### config.mk
export PLATFORM = sky130hd
export DESIGN_NAME = led_matrix_scanner
export DESIGN_NICKNAME = d
export VERILOG_FILES = /design/src/rtl/led_matrix_pkg.sv /design/src/rtl/led_frame_banks.sv /design/src/rtl/led_matrix_scanner.sv
export SDC_FILE = /design/constraint.sdc
export NUM_CORES = 1
export LEC_CHECK = 0
export CORE_MARGIN = 2
export CORE_UTILIZATION = 54
export DETAILED_ROUTE_END_ITERATION = 16
export GPL_ROUTABILITY_DRIVEN = 0
export PLACE_DENSITY = 0.75
export SLEW_MARGIN = 20
export SYNTH_ARGS = -nofsm -noshare
export SYNTH_HDL_FRONTEND = slang
export SYNTH_HIERARCHICAL = 1
export SYNTH_SLANG_ARGS = --single-unit
### constraint.sdc
create_clock -name clk -period 5.05 [get_ports clk]
set_input_delay 1.01 -clock clk [delete_from_list [all_inputs] [get_ports clk]]
set_output_delay 1.01 -clock clk [all_outputs]
set_load 0.01 [all_outputs]
### src/rtl/led_matrix_pkg.sv
`default_nettype none
// +----------------------------------------------------------------------+
// | led_matrix_pkg                                                       |
// | Shared geometry constants and scan state type for the LED scanner.   |
// | Revision: 1.0                                                        |
// +----------------------------------------------------------------------+
package led_matrix_pkg;

  localparam int NUM_COLS = 16;
  localparam int NUM_ROWS = 4;
  localparam int COL_W    = 4;

  typedef enum logic [0:0] {
    BLANK = 1'b0,
    SHOW  = 1'b1
  } scan_state_t;

endpackage
`default_nettype wire

### src/rtl/led_frame_banks.sv
`default_nettype none
// +----------------------------------------------------------------------+
// | led_frame_banks                                                      |
// | Double-buffered 16x4 frame store: writes go to the bank not selected |
// | for display, reads come from the display bank.                       |
// | Revision: 1.0                                                        |
// +----------------------------------------------------------------------+
module led_frame_banks
  import led_matrix_pkg::*;
(
  input  logic                clk,
  input  logic                rst_n,
  input  logic                i_bank_sel,
  input  logic                i_wr_en,
  input  logic [COL_W-1:0]    i_wr_addr,
  input  logic [NUM_ROWS-1:0] i_wr_data,
  input  logic [COL_W-1:0]    i_rd_addr,
  output logic [NUM_ROWS-1:0] o_rd_data
);

  logic [1:0][NUM_COLS-1:0][NUM_ROWS-1:0] r_mem;

  always_ff @(posedge clk or negedge rst_n) begin
    if (!rst_n) begin
      r_mem <= '0;
    end else if (i_wr_en) begin
      r_mem[~i_bank_sel][i_wr_addr] <= i_wr_data;
    end
  end

  assign o_rd_data = r_mem[i_bank_sel][i_rd_addr];

endmodule
`default_nettype wire

### src/rtl/led_matrix_scanner.sv
`default_nettype none
// +----------------------------------------------------------------------+
// | led_matrix_scanner                                                   |
// | Captures upstream columns into a double-buffered frame store and     |
// | scans the display bank onto a 16x4 LED matrix with blanking.         |
// | Optional brightness PWM: define LED_SCANNER_PWM_EN.                  |
// | Revision: 1.0                                                        |
// +----------------------------------------------------------------------+
module led_matrix_scanner
  import led_matrix_pkg::*;
#(
  parameter int DWELL_CYCLES = 64,
  parameter int BLANK_CYCLES = 4
) (
  input  logic                clk,
  input  logic                reset_n,
  input  logic                col_valid,
  input  logic [COL_W-1:0]    column_in,
  input  logic [NUM_ROWS-1:0] line_in,
  input  logic [3:0]          brightness,
  output logic [NUM_COLS-1:0] column_sel,
  output logic [NUM_ROWS-1:0] row_drive,
  output logic                frame_done,
  output logic                frame_ready
);

  localparam logic [15:0]      c_blank_last = 16'(BLANK_CYCLES - 1);
  localparam logic [15:0]      c_dwell_last = 16'(DWELL_CYCLES - 1);
  localparam logic [COL_W-1:0] c_last_col   = COL_W'(NUM_COLS - 1);

  logic [1:0]          r_rst_sync;
  logic                w_rst_n;
  scan_state_t         r_state, w_state_nxt;
  logic [15:0]         r_cnt, w_cnt_nxt;
  logic [COL_W-1:0]    r_scan_col, w_col_nxt;
  logic [NUM_ROWS-1:0] r_row_latch, w_rd_data, w_row_src, w_row_nxt;
  logic [NUM_COLS-1:0] w_col_sel_nxt;
  logic                r_bank_sel, r_pending;
  logic                w_enter_show, w_wrap, w_wr_last, w_swap, w_row_on;

  // Assertion is immediate; release is delayed two clocks.
  always_ff @(posedge clk or negedge reset_n) begin
    if (!reset_n) r_rst_sync <= '0;
    else          r_rst_sync <= {r_rst_sync[0], 1'b1};
  end
  assign w_rst_n = r_rst_sync[1];

  led_frame_banks u_banks (
    .clk        (clk),
    .rst_n      (w_rst_n),
    .i_bank_sel (r_bank_sel),
    .i_wr_en    (col_valid),
    .i_wr_addr  (column_in),
    .i_wr_data  (line_in),
    .i_rd_addr  (r_scan_col),
    .o_rd_data  (w_rd_data)
  );

  assign w_wr_last = col_valid & (column_in == c_last_col);
  assign w_swap    = w_wrap & (r_pending | w_wr_last);

  always_ff @(posedge clk or negedge w_rst_n) begin
    if (!w_rst_n) begin
      r_state    <= BLANK;
      r_cnt      <= '0;
      r_scan_col <= '0;
    end else begin
      r_state    <= w_state_nxt;
      r_cnt      <= w_cnt_nxt;
      r_scan_col <= w_col_nxt;
    end
  end

  always_comb begin
    w_state_nxt  = r_state;
    w_cnt_nxt    = r_cnt + 16'd1;
    w_col_nxt    = r_scan_col;
    w_enter_show = 1'b0;
    w_wrap       = 1'b0;
    case (r_state)
      BLANK: begin
        if (r_cnt == c_blank_last) begin
          w_state_nxt  = SHOW;
          w_cnt_nxt    = '0;
          w_enter_show = 1'b1;
        end
      end
      SHOW: begin
        if (r_cnt == c_dwell_last) begin
          w_state_nxt = BLANK;
          w_cnt_nxt   = '0;
          w_col_nxt   = r_scan_col + 1'b1;
          w_wrap      = (r_scan_col == c_last_col);
        end
      end
      default: begin
        w_state_nxt = BLANK;
        w_cnt_nxt   = '0;
      end
    endcase
  end

`ifdef LED_SCANNER_PWM_EN
  logic [3:0] r_bright, w_bright_src;

  always_ff @(posedge clk or negedge w_rst_n) begin
    if (!w_rst_n)          r_bright <= '0;
    else if (w_enter_show) r_bright <= brightness;
  end

  // Phase is the low nibble of the dwell counter, so duty is brightness/16.
  assign w_bright_src = w_enter_show ? brightness : r_bright;
  assign w_row_on     = (w_cnt_nxt[3:0] < w_bright_src);
`else
  logic w_unused_brightness;
  assign w_unused_brightness = ^brightness;
  assign w_row_on            = 1'b1;
`endif

  // Outputs are registered from next-state values so they align with the state.
  assign w_row_src     = w_enter_show ? w_rd_data : r_row_latch;
  assign w_col_sel_nxt = (w_state_nxt == SHOW) ? (NUM_COLS'(1) << w_col_nxt) : '0;
  assign w_row_nxt     = ((w_state_nxt == SHOW) && w_row_on) ? w_row_src : '0;

  always_ff @(posedge clk or negedge w_rst_n) begin
    if (!w_rst_n) begin
      r_row_latch <= '0;
      r_bank_sel  <= 1'b0;
      r_pending   <= 1'b0;
      column_sel  <= '0;
      row_drive   <= '0;
      frame_done  <= 1'b0;
      frame_ready <= 1'b0;
    end else begin
      if (w_enter_show) r_row_latch <= w_rd_data;
      column_sel <= w_col_sel_nxt;
      row_drive  <= w_row_nxt;
      frame_done <= w_wrap;
      if (w_swap) begin
        r_bank_sel  <= ~r_bank_sel;
        r_pending   <= 1'b0;
        frame_ready <= 1'b1;
      end else if (w_wr_last) begin
        r_pending <= 1'b1;
      end
    end
  end

endmodule
`default_nettype wire

## Word-level counts from Yosys, hierarchy flattened

Cells that the tools add are included.

| cells by class | value |
|---|---|
| add/sub/neg operators | 2 |
| magnitude comparators | 6 |
| equality and inequality tests | 4 |
| shift-type cells | 1 |
| mux-type cells | 25 |
| bitwise logic cells | 5 |
| reductions and logical operators | 3 |

Operators with widths:

| cell | number |
|---|---|
| two-way mux 64 bit | 3 |
| bitwise mux 128 bit | 1 |
| demux 64 bit (select 1 bit) | 1 |
| two-way mux 16 bit | 3 |
| one-hot mux 16 bit (2 select lines) | 1 |
| two-way mux 4 bit | 6 |
| adder 16 x 1 -> 16 bit, second input constant | 1 |
| binary-select mux 4 bit (select 4 bit) | 1 |
| demux 4 bit (select 4 bit) | 1 |
| == test 16 x 2 -> 1 bit, second input constant | 1 |
| == test 16 x 6 -> 1 bit, second input constant | 1 |
| << shifter 1 x 4 -> 16 bit, first input constant | 1 |
| less-than comparator 4 x 5 -> 1 bit, second input constant | 2 |
| == test 4 bit, second input constant | 2 |
| two-way mux 1 bit | 7 |
| adder 4 x 1 -> 4 bit, second input constant | 1 |
| >= comparator 4 x 1 -> 1 bit, second input constant | 1 |
| less-than comparator 1 x 2 -> 1 bit, second input constant | 2 |
| bitwise AND 1 bit | 2 |
| logical AND 1 bit | 2 |
| NOT 1 bit | 2 |
| one-hot mux 1 bit (2 select lines) | 1 |
| nonzero test 2 bit | 1 |
| >= comparator 1 bit, second input constant | 1 |
| bitwise OR 1 bit | 1 |

| storage, ports and cells | value |
|---|---|
| bits in registers | 179 |
| bits of input ports | 15 |
| output and inout port bits | 22 |
| logic and storage cells | 89 |

## Logic depth before layout (Yosys ltp)

Gate-level depths: netlist (run 1).

| depth | value |
|---|---|
| depth in word-level cells | 7 |
| depth in mapped cells | 7 |
| depth with buffers taken out | 6 |

## Modules after synthesis

Netlist (run 1), hierarchy kept.

Modules (own cells, without submodules):

| module | instances | cells each | area each (µm²) | sequential area each (µm²) |
|---|---|---|---|---|
| led_frame_banks | 1 | 370 | 5944.5 | 3203.1 |
| led_matrix_scanner | 1 | 193 | 2169.6 | 1276.2 |

## Worst setup path before layout (run 1)

Ideal clock, no wire load.

| timing path | value |
|---|---|
| path type | register to register |
| start point | reg r_scan_col[1] |
| end point | reg row_drive[3] |
| library setup time | 0.119 ns |
| arrival | 2.457 ns |
| data required time | 4.931 ns |
| path slack | 2.474 ns |
| cell stages (with the launch flop) | 8 |
| buffers on the path | 2 |
| clock period less this slack | 2.576 ns |
| path through | dfrtp_1 -> clkbuf_1 -> clkbuf_1 -> mux4_2 -> mux4_2 -> mux2_2 -> mux2_2 -> and2_1 |

| on the way | value |
|---|---|
| cells in the longest elaborated chain, start to end | 4 |

RTL lines:

| element | line | source |
|---|---|---|
| start, declared | led_matrix_scanner.sv:35 | `logic [COL_W-1:0] r_scan_col, w_col_nxt;` |
| start signal, assigned | led_matrix_scanner.sv:70 | `r_scan_col <= w_col_nxt;` |
| binary-select mux 4 bit (select 4 bit) | led_frame_banks.sv:31 | `assign o_rd_data = r_mem[i_bank_sel][i_rd_addr];` |
| two-way mux 4 bit (not written as such) | led_frame_banks.sv:31 |  |
| via w_rd_data[3] | led_matrix_scanner.sv:36 | `logic [NUM_ROWS-1:0] r_row_latch, w_rd_data, w_row_src, w_row_nxt;` |
| two-way mux 4 bit | -- |  |
| via w_row_src[3] | led_matrix_scanner.sv:36 |  |
| two-way mux 4 bit | led_matrix_scanner.sv:123 | `assign w_row_nxt = ((w_state_nxt == SHOW) && w_row_on) ? w_row_src : '0;` |
| via w_row_nxt[3] | led_matrix_scanner.sv:36 |  |
| end signal, assigned | led_matrix_scanner.sv:137 | `row_drive <= w_row_nxt;` |
| end, declared | led_matrix_scanner.sv:22 | `output logic [NUM_ROWS-1:0] row_drive,` |

The timed path passes the listed nets, and every way through them passes these cells. The select of a mux whose other input is x is not followed.
A chain may end at the register's enable or synchronous reset.

## Worst setup path in the final report (run 1)

Ends and elaborated chain as after synthesis.

==> out/metrics.cfg, run 1 <==
[clock_network]
clk_pin_slew_ps = 60
cts_buffer_depth = 2
htree_levels = 4
cts.repair.resized = 0
tritoncts = yes
cts_setup_buffers = 0
clk_latency_ps = 430
cts.hold.buffers_added = 0
cts_inserted_buffers = 17
cts.sinks = 179
cts_root_buffer = clkbuf_16

[power_and_ir_drop]
static-leakage-power_nw = 3.977
ir_drop_v = 0.0002665
power_density_nw_per_um2 = 365.4

[synthesis]
ys.flop_type = dfrtp_1
synth_area_um2 = 8114
yosysSeqAreaShare = 0.5520
synth_fp_nets = 580
yosysUniqueCellTypes = 43
syn_area_per_cell_um2 = 14.41
synth_edf_count = 0
ys_ff_latch = 179
async_flop_share = 1.000
yosysWarnings = 6
syn_inst = 563

[die]
fp-row-count = 44
die_x_um = 126.6
die_area_um2 = 16020
ios = 37
die_height_um = 126.6
core-area_um2 = 14590
initial_utilization = 0.5562

[sta]
worst_slew_pin_slew_ps = 1081
drv_slew = 0
slew_headroom = 0.2790
max_freq_mhz = 310.3
hold_violations = 0
setup_tns_ps = 0
fin_crit_sh = 0.6382
rsz0062_at_grt = no
setup_viol = 0
clock_skew_ps = 8.688
fin_crit_ps = 3223

[critical_path]
reg2reg_from = r_scan_col[1]
cp-start-kind = flop
slowest_delay_ps = 1060
crit_chain = buf_4 -> mux4_2 -> mux4_2 -> mux2_2 -> mux2_2 -> and2_1
r2r_cells = 6
worstSetupEndpointType = flop
cp_max_fo = 21
worst_ep_arrival_time_ps = 3540
required_ps = 5370
critPathSlowestCell = dfrtp_1
r2r_slack_ps = 1830
r2r-end = row_drive[3]
criticalPathCategory = reg2reg

[flow_run]
maxCapViolations = 0

[finish]
area_delta_synth_final_pct = 12.66
num-fill-cells = 1068
antennaDiodeCount = 0
drive_gt1_frac = 0.3756
design_area_um2 = 9141
fin_nets = 603

[min_path]
min_path_cells = 0
hp-class = reg2reg
min_from = r_rst_sync[0]
min_delay_worst_endpoint = r_rst_sync[1]

[grt]
grt_pass1_wl_um = 26650
antenna_found_initial = 0
grt_use_total = 0.2165
grt_max_degree = 178
grt_pass1_vias = 4937
grt_remaining_overflow = 0

[route]
first_iter_violations = 396
ant_nets = 0
routed_wl_um = 16350
drtPass1Iterations = 5
routedWlPerCell_um = 20.88
drc_errors = 0
viasPerCell = 6.024
vias = 4717

[placed_design]
placed_area_um2 = 8559
port_buffers = 32
dp_hpwl_um = 10560

[run_status]
status = finished, final reports clean

==> worst max path at each step <==
| stage | from | end | slack, ps | depth (start not counted) |
|---|---|---|---|---|
| floorplan | r_rst_sync[1] | column_sel[0] | 2090 | 0 |
| global placement | r_scan_col[0] | row_drive[3] | 1860 | 6 |
| detailed placement | r_scan_col[0] | row_drive[3] | 1840 | 6 |
| CTS | r_scan_col[0] | row_drive[3] | 1820 | 6 |
| global route | r_scan_col[0] | row_drive[3] | 1710 | 6 |
| finish | r_scan_col[1] | row_drive[3] | 1830 | 6 |
==> report_power, final <==
group | switching (W) | internal (W)
Combinational | 0.000128 | 0.000192
Sequential | 0.0000857 | 0.00160
Clock | 0.000549 | 0.000789
Total | 0.000762 | 0.00258
==> worst max-delay path: cells and delay by family (launching register included) <==
family                 cells  cell delay, ps
buffers and inverters      1             400
flip-flops                 1            1060
multiplexers               4            1480
AND/OR/NAND/NOR            1             160
==> logic make-up after synthesis <==
family / synth area share
flip-flops: 0.5520
multiplexers: 0.3012
AND/OR/NAND/NOR: 0.08574
buffers and inverters: 0.02066
AO/OA/AOI/OAI: 0.01634
XOR/XNOR: 0.02051
adder cells (fa/ha/maj): 0.003084
other: 0.0004622
==> per-layer routing <==
metal	global-route usage	routed length (um)
met1	0.3073	7614
met2	0.3344	7893
met3	0.04808	621
met4	0.07628	218
met5	0	0
==> flip-flops by register name (all words and copies together) (netlist names) <==
register,count
r_row_latch,4
r_scan_col,4
r_state,1
r_rst_sync,2
row_drive,4
column_sel,16
r_bank_sel,1
r_pending,1
frame_ready,1
u_banks/r_mem,128
frame_done,1
r_cnt,16
==> final cells by class <==
class                   count  area [um^2]  area share
well taps                 184        230.2     0.02518
clock inverters            13        158.9     0.01738
repair buffers             36        342.8     0.03750
clock buffers              19        442.9     0.04845
flip-flops and latches    179         4484      0.4906
multi-input cells         348         3467      0.3793
inverters                   4        15.01    0.001642
==> placed cells by master, fill, tap and decap left out, drive strengths merged, types with 12 or more instances in the layout <==
cell and count:
dfrtp 179, mux4 40, mux2 137, xnor2 15, clkbuf 19, nand3 12, nand2 22, nor2 40
clkdlybuf4s50 28
==> metrics by stage <==
step	hold WS (ps)	setup WS (ps)	utilization	power, W	cells
2_1_floorplan	331.1	2094	-	0.001926	563
3_3_place_gp	336.8	1857	0.5867	0.001997	751
3_5_place_dp	334.7	1838	0.5867	0.002028	751
4_1_cts	351.2	1819	0.6280	0.003363	783
5_1_grt	362.4	1714	0.6266	0.003474	783
6_report	351.9	1827	0.6266	0.003340	783
==> synth_stat cells, types with 7 or more instances <==
cell type / n / area [um^2]
nand2_1: 22 / 82.58
clkbuf_1: 24 / 90.09
nor2_1: 40 / 150.1
nor4_1: 7 / 43.79
dfrtp_1: 179 / 4479
mux2_2: 137 / 1543
nor3_1: 8 / 40.04
nand3_1: 11 / 55.05
mux4_2: 40 / 900.9
nor2b_1: 8 / 50.05
xnor2_1: 15 / 131.4
Power figures use the tool's default switching activity.
==> run 2, diff against run 1 <==
Clock period 5.05 ns to 2.9 ns, I/O delays scaled along.
==> run 2 against run 1 <==
  * Sequential power up 75%
  * Clock power increased by 87%
  * Critical path depth is the same
  * Register-to-register slack got worse by 1600 ps
  * Setup slack lost 1600 ps
  * Critical path type unchanged
  * Global-route usage is 0.65 points higher
  * Total power rose by 80%
  * Non-clock buffer count is 17 higher
  * Utilization is 1.7 points higher
==> out/metrics.cfg, run 2 (synthesized netlist as in run 1, its figures left out) <==
[finish]
design_area_um2 = 9394
drive_gt1_frac = 0.3864
antennaDiodeCount = 0
area_delta_synth_final_pct = 15.77
layout_commonest_cell = dfrtp_1
largest_register = u_banks/r_mem
final_cell_mix = dfrtp_1, mux2_2, nor2_1, mux4_2, clkdlybuf4s50_1
largest_reg_flops = 128
fin_nets = 620
top_regs = u_banks/r_mem (128), column_sel (16), r_cnt (16)
num-fill-cells = 1020

[route]
drtPass1Iterations = 4
routed_wl_um = 16480
routedWlPerCell_um = 20.60
first_iter_violations = 480
drc_errors = 0
viasPerCell = 6.016
vias = 4813
ant_nets = 0

[grt]
grt_pass1_vias = 4959
grtUsageMet1 = 0.3111
grt_remaining_overflow = 0
grt_busiest_layer = met2
grt_max_degree = 87
gr-usage-met3 = 0.04935
grt_pass1_wl_um = 27260
antenna_found_initial = 0
grt_util_met2 = 0.3555
grt_use_total = 0.2230

[critical_path]
cp-start-kind = flop
worstSetupEndpointType = flop
required_ps = 3210
criticalPathCategory = reg2reg
worst_ep_arrival_time_ps = 2980
cp_max_fo = 11

[sta]
drv_slew = 0
worst_slew_pin_slew_ps = 811.3
slew_headroom = 0.4591
setup_tns_ps = 0
fin_crit_ps = 2671
max_freq_mhz = 374.4
setup_viol = 0
clock_skew_ps = 5.477
fin_crit_sh = 0.9211
rsz0062_at_grt = no
hold_violations = 0

[run_status]
status = finished, final reports clean

[clock_network]
cts_inserted_buffers = 17
cts_setup_buffers = 0
clk_pin_slew_ps = 60
tritoncts = yes
cts_buffer_depth = 2
cts_root_buffer = clkbuf_16
clk_latency_ps = 420
htree_levels = 4
cts.repair.resized = 0
cts.sinks = 179
cts.hold.buffers_added = 0

[die]
core-area_um2 = 14590
die_x_um = 126.6
die_height_um = 126.6
ios = 37
die_area_um2 = 16020
initial_utilization = 0.5562
fp-row-count = 44

[power_and_ir_drop]
static-leakage-power_nw = 4.116
power_frac_seq = 0.491
netSwitchingPower_w = 0.001292
switching_share = 0.2153
p_clk_frac = 0.417
power_w = 0.005998
pwr-share-comb = 0.093
power_density_nw_per_um2 = 638.5
internal-power_w = 0.004707
ir_drop_v = 0.0004452

[min_path]
hp-class = in2async

[placed_design]
dp_hpwl_um = 11080
placed_area_um2 = 8737
port_buffers = 32

[flow_run]
maxCapViolations = 0

[run 2: layer usage]
layer / vias up / part of all wire
met5: - / 0
met4: 0 / 0.014
met3: 21 / 0.040
met2: 99 / 0.50
met1: 2546 / 0.45
li1: 2147 / -
[run 2: power by group through the flow]
stage                     clock network [W]  registers, W  logic, W
after floorplan                           0       0.00295  0.000408
after global placement                    0       0.00296  0.000532
after detailed placement                  0       0.00298  0.000557
after CTS                           0.00254       0.00294  0.000564
after global routing                0.00268       0.00298  0.000600
final                               0.00250       0.00294  0.000557
[run 2: worst paths after layout]
path	cells past startpoint	slack, ps	from	endpoint
max in group asynchronous	1	1710	r_rst_sync[1]	u_banks/r_mem[106]
worst max register to register	6	230	r_scan_col[0]	row_drive[3]
worst min-delay path	1	310	reset_n	r_rst_sync[1]
worst max-delay path	6	230	r_scan_col[0]	row_drive[3]
worst min register to register	0	330	r_rst_sync[1]	r_cnt[13]
min in group clk	0	350	r_rst_sync[0]	r_rst_sync[1]
[run 2: area by class of cell]
cell class	instances	area (um^2)	share of cell area
flip-flops and latches	179	4484	0.4774
well taps	184	230.2	0.02451
multi-input cells	348	3467	0.3691
inverters	4	15.01	0.001598
clock buffers	24	511.7	0.05448
repair buffers	53	540.5	0.05754
clock inverters	8	145.1	0.01545
[run 2: critical path, cell delays in order, from the launching register on]
cell     delay, ps
dfrtp_2        560
buf_12         200
mux4_2         550
mux4_2         520
mux2_2         280
mux2_2         270
and2_1         160
[run 2: per-stage QoR]
| step | setup slack, ps | util | cells | hold WS, ps |
|---|---|---|---|---|
| 2_1_floorplan | 324.3 | - | 563 | 284.4 |
| 3_3_place_gp | 272.1 | 0.5989 | 768 | 337.1 |
| 3_5_place_dp | 231.7 | 0.5989 | 768 | 342.6 |
| 4_1_cts | 214.5 | 0.6439 | 800 | 296.4 |
| 5_1_grt | 156.4 | 0.6439 | 800 | 291.0 |
| 6_report | 228.7 | 0.6439 | 800 | 313.9 |
